`config.mk`:
```
export PLATFORM = sky130hd
export DESIGN_NAME = rf_writeback_queue
export DESIGN_NICKNAME = d
export VERILOG_FILES = /design/src/rtl/rf_pkg.sv /design/src/rtl/rf_wb_lookup.sv /design/src/rtl/rf_writeback_queue.sv
export SDC_FILE = /design/constraint.sdc
export NUM_CORES = 1
export LEC_CHECK = 0
export ABC_CLOCK_PERIOD_IN_PS = 5320
export CAP_MARGIN = 20
export CORE_MARGIN = 1
export CORE_UTILIZATION = 50
export CTS_CLUSTER_SIZE = 20
export DETAILED_ROUTE_END_ITERATION = 10
export GPL_ROUTABILITY_DRIVEN = 1
export PLACE_DENSITY = 0.75
export RECOVER_POWER = 25
export SLEW_MARGIN = 10
export SYNTH_ARGS = -nofsm -noshare
export SYNTH_HDL_FRONTEND = slang
export SYNTH_SLANG_ARGS = --single-unit
```
`constraint.sdc`:
```
create_clock -name CLK -period 5.32 [get_ports CLK]
set_clock_uncertainty 0.2 [all_clocks]
set_input_delay 1.064 -clock CLK [delete_from_list [all_inputs] [get_ports CLK]]
set_output_delay 1.064 -clock CLK [all_outputs]
set_load 0.005 [all_outputs]
```
`src/rtl/rf_pkg.sv`:
```
// Shared types and helpers for the register-file write-back queue and its forwarding lookups.
package rf_pkg;

  localparam int RF_NREGS = 32;
  localparam int RF_AW    = $clog2(RF_NREGS);
  localparam int RF_DW    = 32;
  // Upper bound on queue depth seen by the lookup priority encoder.
  localparam int RF_MAXQ  = 32;
  localparam int RF_QIW   = $clog2(RF_MAXQ);

  typedef struct packed {
    logic [RF_AW-1:0] addr;
    logic [RF_DW-1:0] data;
  } rf_wb_req_t;

  // Bit position of the highest set bit (age-ranked hits, higher index = newer).
  function automatic logic [RF_QIW-1:0] rf_newest_idx(input logic [RF_MAXQ-1:0] hits);
    logic [RF_QIW-1:0] idx;
    idx = '0;
    for (int i = 0; i < RF_MAXQ; i++) begin
      if (hits[i]) idx = RF_QIW'(i);
    end
    return idx;
  endfunction

endpackage

```
`src/rtl/rf_wb_lookup.sv`:
```
// Combinational forwarding search over pending queue entries and the output stage, newest wins.
// RF_ZERO_DROP_EN: address 0 never hits.
module rf_wb_lookup
  import rf_pkg::*;
#(
  parameter int DEPTH = 4,
  parameter int PW    = $clog2(DEPTH)
) (
  input  rf_wb_req_t       ents [DEPTH],
  input  logic [DEPTH-1:0] ent_vld,
  input  logic [PW-1:0]    tail,
  input  logic             out_vld,
  input  rf_wb_req_t       out_req,
  input  logic [RF_AW-1:0] addr,
  output logic             hit,
  output logic [RF_DW-1:0] data
);

  logic [RF_MAXQ-1:0] rank_hit;
  logic [RF_DW-1:0]   rank_dat [RF_MAXQ];
  logic [PW-1:0]      idx;
  logic [RF_QIW-1:0]  sel;
  logic               addr_ok;
  logic               out_hit;
  logic               fifo_hit;

`ifdef RF_ZERO_DROP_EN
  assign addr_ok = (addr != '0);
`else
  assign addr_ok = 1'b1;
`endif

  always_comb begin
    rank_hit = '0;
    idx      = '0;
    for (int r = 0; r < RF_MAXQ; r++) rank_dat[r] = '0;
    // Rank r is slot tail+r: the slot at tail is oldest, tail-1 is newest.
    for (int r = 0; r < DEPTH; r++) begin
      idx         = tail + PW'(r);
      rank_hit[r] = addr_ok && ent_vld[idx] && (ents[idx].addr == addr);
      rank_dat[r] = ents[idx].data;
    end
    sel      = rf_newest_idx(rank_hit);
    fifo_hit = |rank_hit;
    out_hit  = addr_ok && out_vld && (out_req.addr == addr);
    hit      = fifo_hit || out_hit;
    if (fifo_hit)     data = rank_dat[sel];
    else if (out_hit) data = out_req.data;
    else              data = '0;
  end

endmodule

```
`src/rtl/rf_writeback_queue.sv`:
```
// In-order write-back FIFO driving the register file WR/WD/WE port; push-to-WE is one cycle when empty.
// IN_READY drops at DEPTH entries, HOLD stalls draining; RF_ZERO_DROP_EN discards writes to r0.
module rf_writeback_queue
  import rf_pkg::*;
#(
  parameter int DEPTH = 4,
  parameter int AW    = RF_AW,
  parameter int DW    = RF_DW
) (
  input  logic                   CLK,
  input  logic                   RST_N,
  input  logic                   IN_VALID,
  output logic                   IN_READY,
  input  logic [AW-1:0]          IN_WR,
  input  logic [DW-1:0]          IN_WD,
  input  logic                   HOLD,
  output logic [AW-1:0]          WR,
  output logic [DW-1:0]          WD,
  output logic                   WE,
  input  logic [AW-1:0]          LK1_ADDR,
  output logic                   LK1_HIT,
  output logic [DW-1:0]          LK1_DATA,
  input  logic [AW-1:0]          LK2_ADDR,
  output logic                   LK2_HIT,
  output logic [DW-1:0]          LK2_DATA,
  output logic [$clog2(DEPTH):0] COUNT
);

  localparam int PW = $clog2(DEPTH);

  rf_wb_req_t       mem [DEPTH];
  logic [DEPTH-1:0] ent_vld;
  logic [PW-1:0]    head;
  logic [PW-1:0]    tail;
  logic             push;
  logic             enq;
  logic             pop;
  rf_wb_req_t       out_req;

  assign IN_READY = (COUNT < (PW+1)'(DEPTH));
  assign push     = IN_VALID && IN_READY;
  assign pop      = (COUNT != '0) && !HOLD;
  assign out_req  = '{addr: WR, data: WD};

`ifdef RF_ZERO_DROP_EN
  // Writes to the hardwired zero register complete the handshake but never queue.
  assign enq = push && (IN_WR != '0);
`else
  assign enq = push;
`endif

  always_ff @(posedge CLK) begin
    if (enq) mem[tail] <= '{addr: IN_WR, data: IN_WD};
  end

  always_ff @(posedge CLK or negedge RST_N) begin
    if (!RST_N) begin
      head    <= '0;
      tail    <= '0;
      COUNT   <= '0;
      ent_vld <= '0;
      WE      <= 1'b0;
      WR      <= '0;
      WD      <= '0;
    end else begin
      WE <= pop;
      if (pop) begin
        WR            <= mem[head].addr;
        WD            <= mem[head].data;
        ent_vld[head] <= 1'b0;
        head          <= head + 1'b1;
      end
      // Slots at head and tail only coincide when empty or full, so these never collide.
      if (enq) begin
        ent_vld[tail] <= 1'b1;
        tail          <= tail + 1'b1;
      end
      if (enq && !pop)      COUNT <= COUNT + 1'b1;
      else if (!enq && pop) COUNT <= COUNT - 1'b1;
    end
  end

  rf_wb_lookup #(.DEPTH(DEPTH), .PW(PW)) u_lk1 (
    .ents    (mem),
    .ent_vld (ent_vld),
    .tail    (tail),
    .out_vld (WE),
    .out_req (out_req),
    .addr    (LK1_ADDR),
    .hit     (LK1_HIT),
    .data    (LK1_DATA)
  );

  rf_wb_lookup #(.DEPTH(DEPTH), .PW(PW)) u_lk2 (
    .ents    (mem),
    .ent_vld (ent_vld),
    .tail    (tail),
    .out_vld (WE),
    .out_req (out_req),
    .addr    (LK2_ADDR),
    .hit     (LK2_HIT),
    .data    (LK2_DATA)
  );

endmodule

```
### Word level (Yosys, flattened, before mapping)

Index checks and enable logic that the tools add are counted.

* register bits after elaboration: 197
* bits in latches: 0
* memory bits (writable): 0
* bits in read-only memories: 0
* input port bits: 51
* output and inout bits: 108
* logic and storage cells: 133
* memories kept: 0

* add/sub/neg operators: 6
* $mul: 0
* divide/modulo/power cells: 0
* $lt $le $gt $ge: 16
* eq/ne operators: 10
* shift operators: 0
* multiplexer cells: 50
* bitwise operators: 10
* reductions and logical operators: 26

Operator list (count)
* $mux 37: 11
* $bmux 37 s2: 5
* $bmux 32 s5: 2
* $mux 32: 8
* $bwmux 148: 1
* $demux 37 s2: 1
* $eq 5x5->1: 10
* $mux 5: 4
* $logic_and 1x1->1: 17
* $ge 3x3->1 const B: 5
* $lt 2x3->1 const B: 5
* $not 2->3: 5
* $ge 6x6->1 const B: 2
* $not 5->6: 2
* $bmux 1 s2: 4
* $mux 1: 8
* $mux 4: 2
* $reduce_or 4->1: 2
* $mux 3: 2
* $add 2x1->2 const B: 2
* $add 2x2->2 const B: 2
* $and 4x4->4: 1
* $demux 1 s2: 2
* $ge 2x1->1 const B: 2
* other kinds (10): 13

### Depth between registers and ports, before layout

* word-level depth: 15
* gate-level depth with buffers: 18
* gate-level depth less buffers: 9

### Modules after synthesis

From an unflattened synthesis, not the netlist that was laid out.

* cell total of the unflattened synthesis: 1516
* area total of the unflattened synthesis: 19262.2 um^2

By module, submodules not included
* rf_wb_lookup: instances 2, cells each 593, area an instance 5930.7 um^2, seq. area each 0.0 um^2
* rf_writeback_queue: instances 1, cells each 330, area an instance 7400.8 um^2, seq. area each 5670.4 um^2

### Least setup slack after synthesis

Ideal clock, no wire load.

* kind: register to output
* start: register tail[1]
* end: output LK2_DATA[16]
* data arrival time: 3910 ps
* required time: 4056 ps
* slack: 146 ps
* stages on the path, launching flop included: 18
* path buffers: 8
* cell sequence: dfrtp_1 > buf_2 > buf_2 > buf_2 > buf_1 > buf_2 > inv_1 > ha_1 > buf_2 > mux4_2 > xnor2_1 > nand4_1 > nor2_2 > nor4_2 > buf_6 > clkbuf_1 > nand3_1 > o31ai_1

* word-level cells in the longest chain between the ends: 15
* elaborated cells between the ends (all ways): 44
* classes of those cells: add/sub: 3; eq/ne: 4; mux: 27; bitwise: 5; reduce/logical: 5

Ends and longest elaborated chain
* start: declaration: RTL line rf_writeback_queue.sv:34 `logic [PW-1:0] tail;`
* start signal: assignment: RTL line rf_writeback_queue.sv:76 `tail <= tail + 1'b1;`
* $add 2x1->2: RTL line rf_wb_lookup.sv:39 `idx = tail + PW'(r);`
* $not 2->3 (not written as such): RTL line rf_wb_lookup.sv:40, rf_wb_lookup.sv:41
* $bmux 37 s2: RTL line rf_wb_lookup.sv:40, rf_wb_lookup.sv:41
* $mux 37 (not written as such) (2 in series): RTL line rf_wb_lookup.sv:40 `rank_hit[r] = addr_ok && ent_vld[idx] && (ents[idx].addr == addr);`
* $eq 5x5->1: RTL line rf_wb_lookup.sv:40
* $logic_and 1x1->1: RTL line rf_wb_lookup.sv:40
* $mux 1: RTL line rf_pkg.sv:21 `if (hits[i]) idx = RF_QIW'(i);`
* $mux 5 (2 in series): RTL line rf_pkg.sv:21
* $not 5->6 (not written as such): RTL line rf_wb_lookup.sv:47 `if (fifo_hit) data = rank_dat[sel];`
* $bmux 32 s5: RTL line rf_wb_lookup.sv:47
* $mux 32 (not written as such) (2 in series): RTL line rf_wb_lookup.sv:47
* $mux 32 *: RTL line rf_wb_lookup.sv:47
* end: declaration: RTL line rf_writeback_queue.sv:25 `output logic [DW-1:0] LK2_DATA,`

Every way passes the cells marked *; elsewhere a longest branch is shown, timed or not. The select of a mux whose other input is x is not followed.

### Worst setup path in the final report

* start: input LK1_ADDR[2]
* end: output LK1_DATA[28]

* word-level cells in the longest chain between the ends: 10
* elaborated cells between the ends (all ways): 20
* classes of those cells: eq/ne: 5; mux: 8; bitwise: 1; reduce/logical: 6

Ends and longest elaborated chain
* start: declaration: RTL line rf_writeback_queue.sv:20 `input logic [AW-1:0] LK1_ADDR,`
* $eq 5x5->1: RTL line rf_wb_lookup.sv:40
* $logic_and 1x1->1: RTL line rf_wb_lookup.sv:40
* $mux 1: RTL line rf_pkg.sv:21
* $mux 5 (2 in series): RTL line rf_pkg.sv:21
* $not 5->6 (not written as such): RTL line rf_wb_lookup.sv:47
* $bmux 32 s5: RTL line rf_wb_lookup.sv:47
* $mux 32 (not written as such) (2 in series): RTL line rf_wb_lookup.sv:47
* $mux 32 *: RTL line rf_wb_lookup.sv:47
* end: declaration: RTL line rf_writeback_queue.sv:22 `output logic [DW-1:0] LK1_DATA,`

Marks and branches as above.

==> run metrics <==
final sum of negative setup slack=0 ns; final net count=1377; Critical Setup Path Class=in2out; startpoint of the lowest-slack register-to-register path=tail[0]; status=finished with violations; final setup vio count=0; total buffers and inverters traversed by the critical path=3; ys async rst share=0.249; CP most frequent cell=sky130_fd_sc_hd__clkdlybuf4s50_1; maximum operating frequency=189 MHz; arithmetic-cell share of the synthesized area counting full adders, half adders and majority gates=0.00898; TritonRoute pass-1 iters=5; count of flip-flops with a built-in enable after synthesis=148; proportion of power drawn by flip-flops and latches=0.238; internal cell power=6.18 mW; destination of the worst hold path=ent_vld[3]; total routed wirelength=44300 µm; maximum number of buffers from clock root to sink=2; number of buffer cells added on primary ports=158; mux cell area share after synthesis=0.314; pre-CTS WS=0.0825 ns; TritonCTS clock tree=done; minimum setup slack in the final design=0.0400 ns; via density per instance=6.96; Critical Path Slowest Stage Cell=sky130_fd_sc_hd__clkdlybuf4s50_1; part of the total power dissipated in combinational logic=0.634; clock root cell=sky130_fd_sc_hd__clkbuf_16; worst stage delay on the critical path=0.58 ns; total area of multi-input combinational cells=8540 µm²; die width=174 µm; clock slew at the register clock pins of the worst setup and hold paths=0.06 ns; sequence of cells on the critical path=clkdlybuf4s50_1 > xor2_1 > nor4_1 > and3_1 > nor4_4 > bufbuf_16 > o41ai_2 > clkdlybuf4s50_1; number of buffers created by CTS=17; post-synthesis share of cell area spent on and, or, nand and nor gates=0.0984; Worst Setup End Kind=primary output; worst endpoint data arrival time=4.02 ns; Mapped Area=14800 µm²; post-detailed-route wirelength per cell=25.8 µm; Final min period=5.28 ns; LEAKAGE=6.11 nW; worst slew margin relative to its limit=-0.358; insertion delay of the later-clocked pin in the worst-skew pair=0.43 ns; total global-route track usage=0.295; # placed instances=1673; Placement Cell Area=16800 µm²; distinct cell type count after synthesis=50; number of vias after detailed routing=11900; Required @ worst endpoint=4.06 ns; core box area=28900 µm²; largest driver fanout on the critical path=20; number of register bits inferred by synthesis=197; area delta synth->final=19.3%; Starting DRT DRC Count=1601; Filler cells=2199; DRC violation count after routing=0; Hold Fails Final Rpt=0; R2R setup slack=2.11 ns; share of total power in the clock network=0.128; first-pass GRT wire length=68400 µm; commonest cells after routing, fill and taps aside=sky130_fd_sc_hd__mux4_2 (152), sky130_fd_sc_hd__edfxtp_1 (148), sky130_fd_sc_hd__clkdlybuf4s50_1 (130); synthesized area divided by synthesized cell count=12.3 µm²; number of global-route vias before repair=11900; post-synthesis cell count=1197; Routed Antenna Nets=0; Worst R2R Path Depth=5; most frequent standard cell in the layout excluding fill and tap cells=sky130_fd_sc_hd__mux4_2; maximum capacitance violations=1; actual transition at the worst max-transition pin=2.04 ns; sw frac=0.405; area enclosed by the die boundary=30200 µm²; Final period util=0.992; I/O pins=159; path type of the worst min-delay path=reg2reg; Switch Pwr=4.20 mW; synthesis warning total=0; startpoint of the most critical setup path=LK1_ADDR[2]; CTS sink count=197; antenna violations before repair=3; maximum resistive drop on vdd=427 µV; non-filler instance count after layout=1716; synthesized-area fraction occupied by ao, oa, aoi and oai cells=0.115; combinational family with the most area after synthesis=multiplexers; total nets after synthesis=1258; count of H-tree levels built during CTS=4; Hold Path Depth=1; family with the most delay on the worst path=buffers and inverters; critical register-to-register path endpoint=mem[17]; pwr dens=589 nW/µm²; number of max-slew violations in the final report=27; total grt overflow=0; maximum number of pins on one net before global-route repair=77; start point of the worst hold path=ent_vld[3]; layout cell share with drive strength beyond 1=0.287; DP HPWL=28300 µm; gp weighted congestion=0.896; area used by sequential logic in the layout=5680 µm²; Cell Rows=62; Initial Util=0.512; startpoint kind of the worst setup timing path=primary input; primary flip-flop cell chosen by synthesis mapping=sky130_fd_sc_hd__edfxtp_1; Vert. Die Dim=174 µm; proportion of synthesized chip area in sequential cells=0.384; post-route cell area=17600 µm²; hold slack=0.372 ns; violated checks=max-capacitance violations, max-slew violations; Synth Area in XOR/XNOR=0.0331
==> registers in the layout (all words and copies together) (netlist names) <==
register,count
COUNT,3
ent_vld,4
tail,2
head,2
WD,32
mem,148
WE,1
WR,5
==> worst max-delay path by stage <==
stage	to	slack, ns	cells past startpoint
4_1_cts	LK1_DATA[21]	0.03	10
3_5_place_dp	LK1_DATA[21]	0.08	10
5_1_grt	LK2_DATA[17]	-0.004	11
3_3_place_gp	LK2_DATA[24]	0.12	9
2_1_floorplan	LK2_DATA[16]	0.15	17
6_report	LK1_DATA[28]	0.04	8
==> cell type report <==
| class | instances | area share |
|---|---|---|
| flip-flops and latches | 197 | 0.322 |
| clock inverters | 13 | 0.00824 |
| repair buffers | 227 | 0.130 |
| diodes | 3 | 0.000426 |
| inverters | 7 | 0.00149 |
| well taps | 384 | 0.0273 |
| clock buffers | 19 | 0.0251 |
| multi-input cells | 866 | 0.485 |
==> power by group through the flow <==
stage          logic, mW  registers, mW  clock network, mW
2_1_floorplan       4.56           2.33                  0
3_3_place_gp        6.24           2.49                  0
3_5_place_dp        6.32           2.51                  0
4_1_cts             6.42           2.46               1.34
5_1_grt             6.99           2.53               1.39
6_report            6.58           2.47               1.33
==> repair_timing <==
action / CTS / global route
resized for setup: 2 / 15
hold buffers: 0 / 0
setup endpoints to repair: 11 / 25
gates cloned: 1 / 1
hold endpoints to repair: 0 / 0
setup buffers: 1 / 5
pin swaps: 1 / 2
==> cells by family after synthesis <==
| kind of cell | Yosys count |
|---|---|
| xor+xnor | 55 |
| flops | 197 |
| simple gates | 299 |
| compound gates | 238 |
| fa+ha+maj | 10 |
| mux | 264 |
| buf+inv | 134 |
==> Yosys cell counts, drive strengths merged, types with 8 or more instances <==
cell | instances | area share
xor2 | 25 | 0.015
mux4 | 152 | 0.23
a211oi | 15 | 0.0076
nand3 | 57 | 0.020
dfrtp | 49 | 0.083
ha | 9 | 0.0076
mux2 | 75 | 0.057
clkbuf | 48 | 0.012
mux2i | 37 | 0.025
or3 | 9 | 0.0038
o21ai | 40 | 0.014
o22ai | 23 | 0.0097
o41ai | 20 | 0.022
a21oi | 70 | 0.024
o2bb2ai | 9 | 0.0053
edfxtp | 148 | 0.30
buf | 79 | 0.033
nor2 | 58 | 0.016
and3 | 11 | 0.0047
nor4 | 8 | 0.0047
nand2 | 71 | 0.018
a22oi | 9 | 0.0046
o31ai | 23 | 0.012
xnor2 | 30 | 0.018
a2bb2oi | 12 | 0.0071
a21o | 17 | 0.0092
nor3 | 68 | 0.024
==> routing by layer <==
layer | up-vias | track usage | part of all wire
li1 | 5008 | - | -
met1 | 5891 | 0.385 | 0.38
met2 | 871 | 0.471 | 0.47
met3 | 173 | 0.0529 | 0.10
met4 | 2 | 0.153 | 0.048
met5 | - | 0 | 0.00023
==> metrics by stage <==
| step | utilization | total power, mW |
|---|---|---|
| after detailed placement | 0.583 | 8.83 |
| after global routing | 0.610 | 10.9 |
| final | 0.610 | 10.4 |
| after floorplan | - | 6.89 |
| after CTS | 0.605 | 10.2 |
| after global placement | 0.583 | 8.72 |
==> worst register-to-register path, cell delays in order (launching register included) <==
cell and delay (ns):
sky130_fd_sc_hd__dfrtp_4 0.45, sky130_fd_sc_hd__buf_12 0.18, sky130_fd_sc_hd__buf_4 0.71, sky130_fd_sc_hd__ha_1 0.31, sky130_fd_sc_hd__and2_2 0.50, sky130_fd_sc_hd__buf_4 0.50
(Power assumes the default switching activity.)
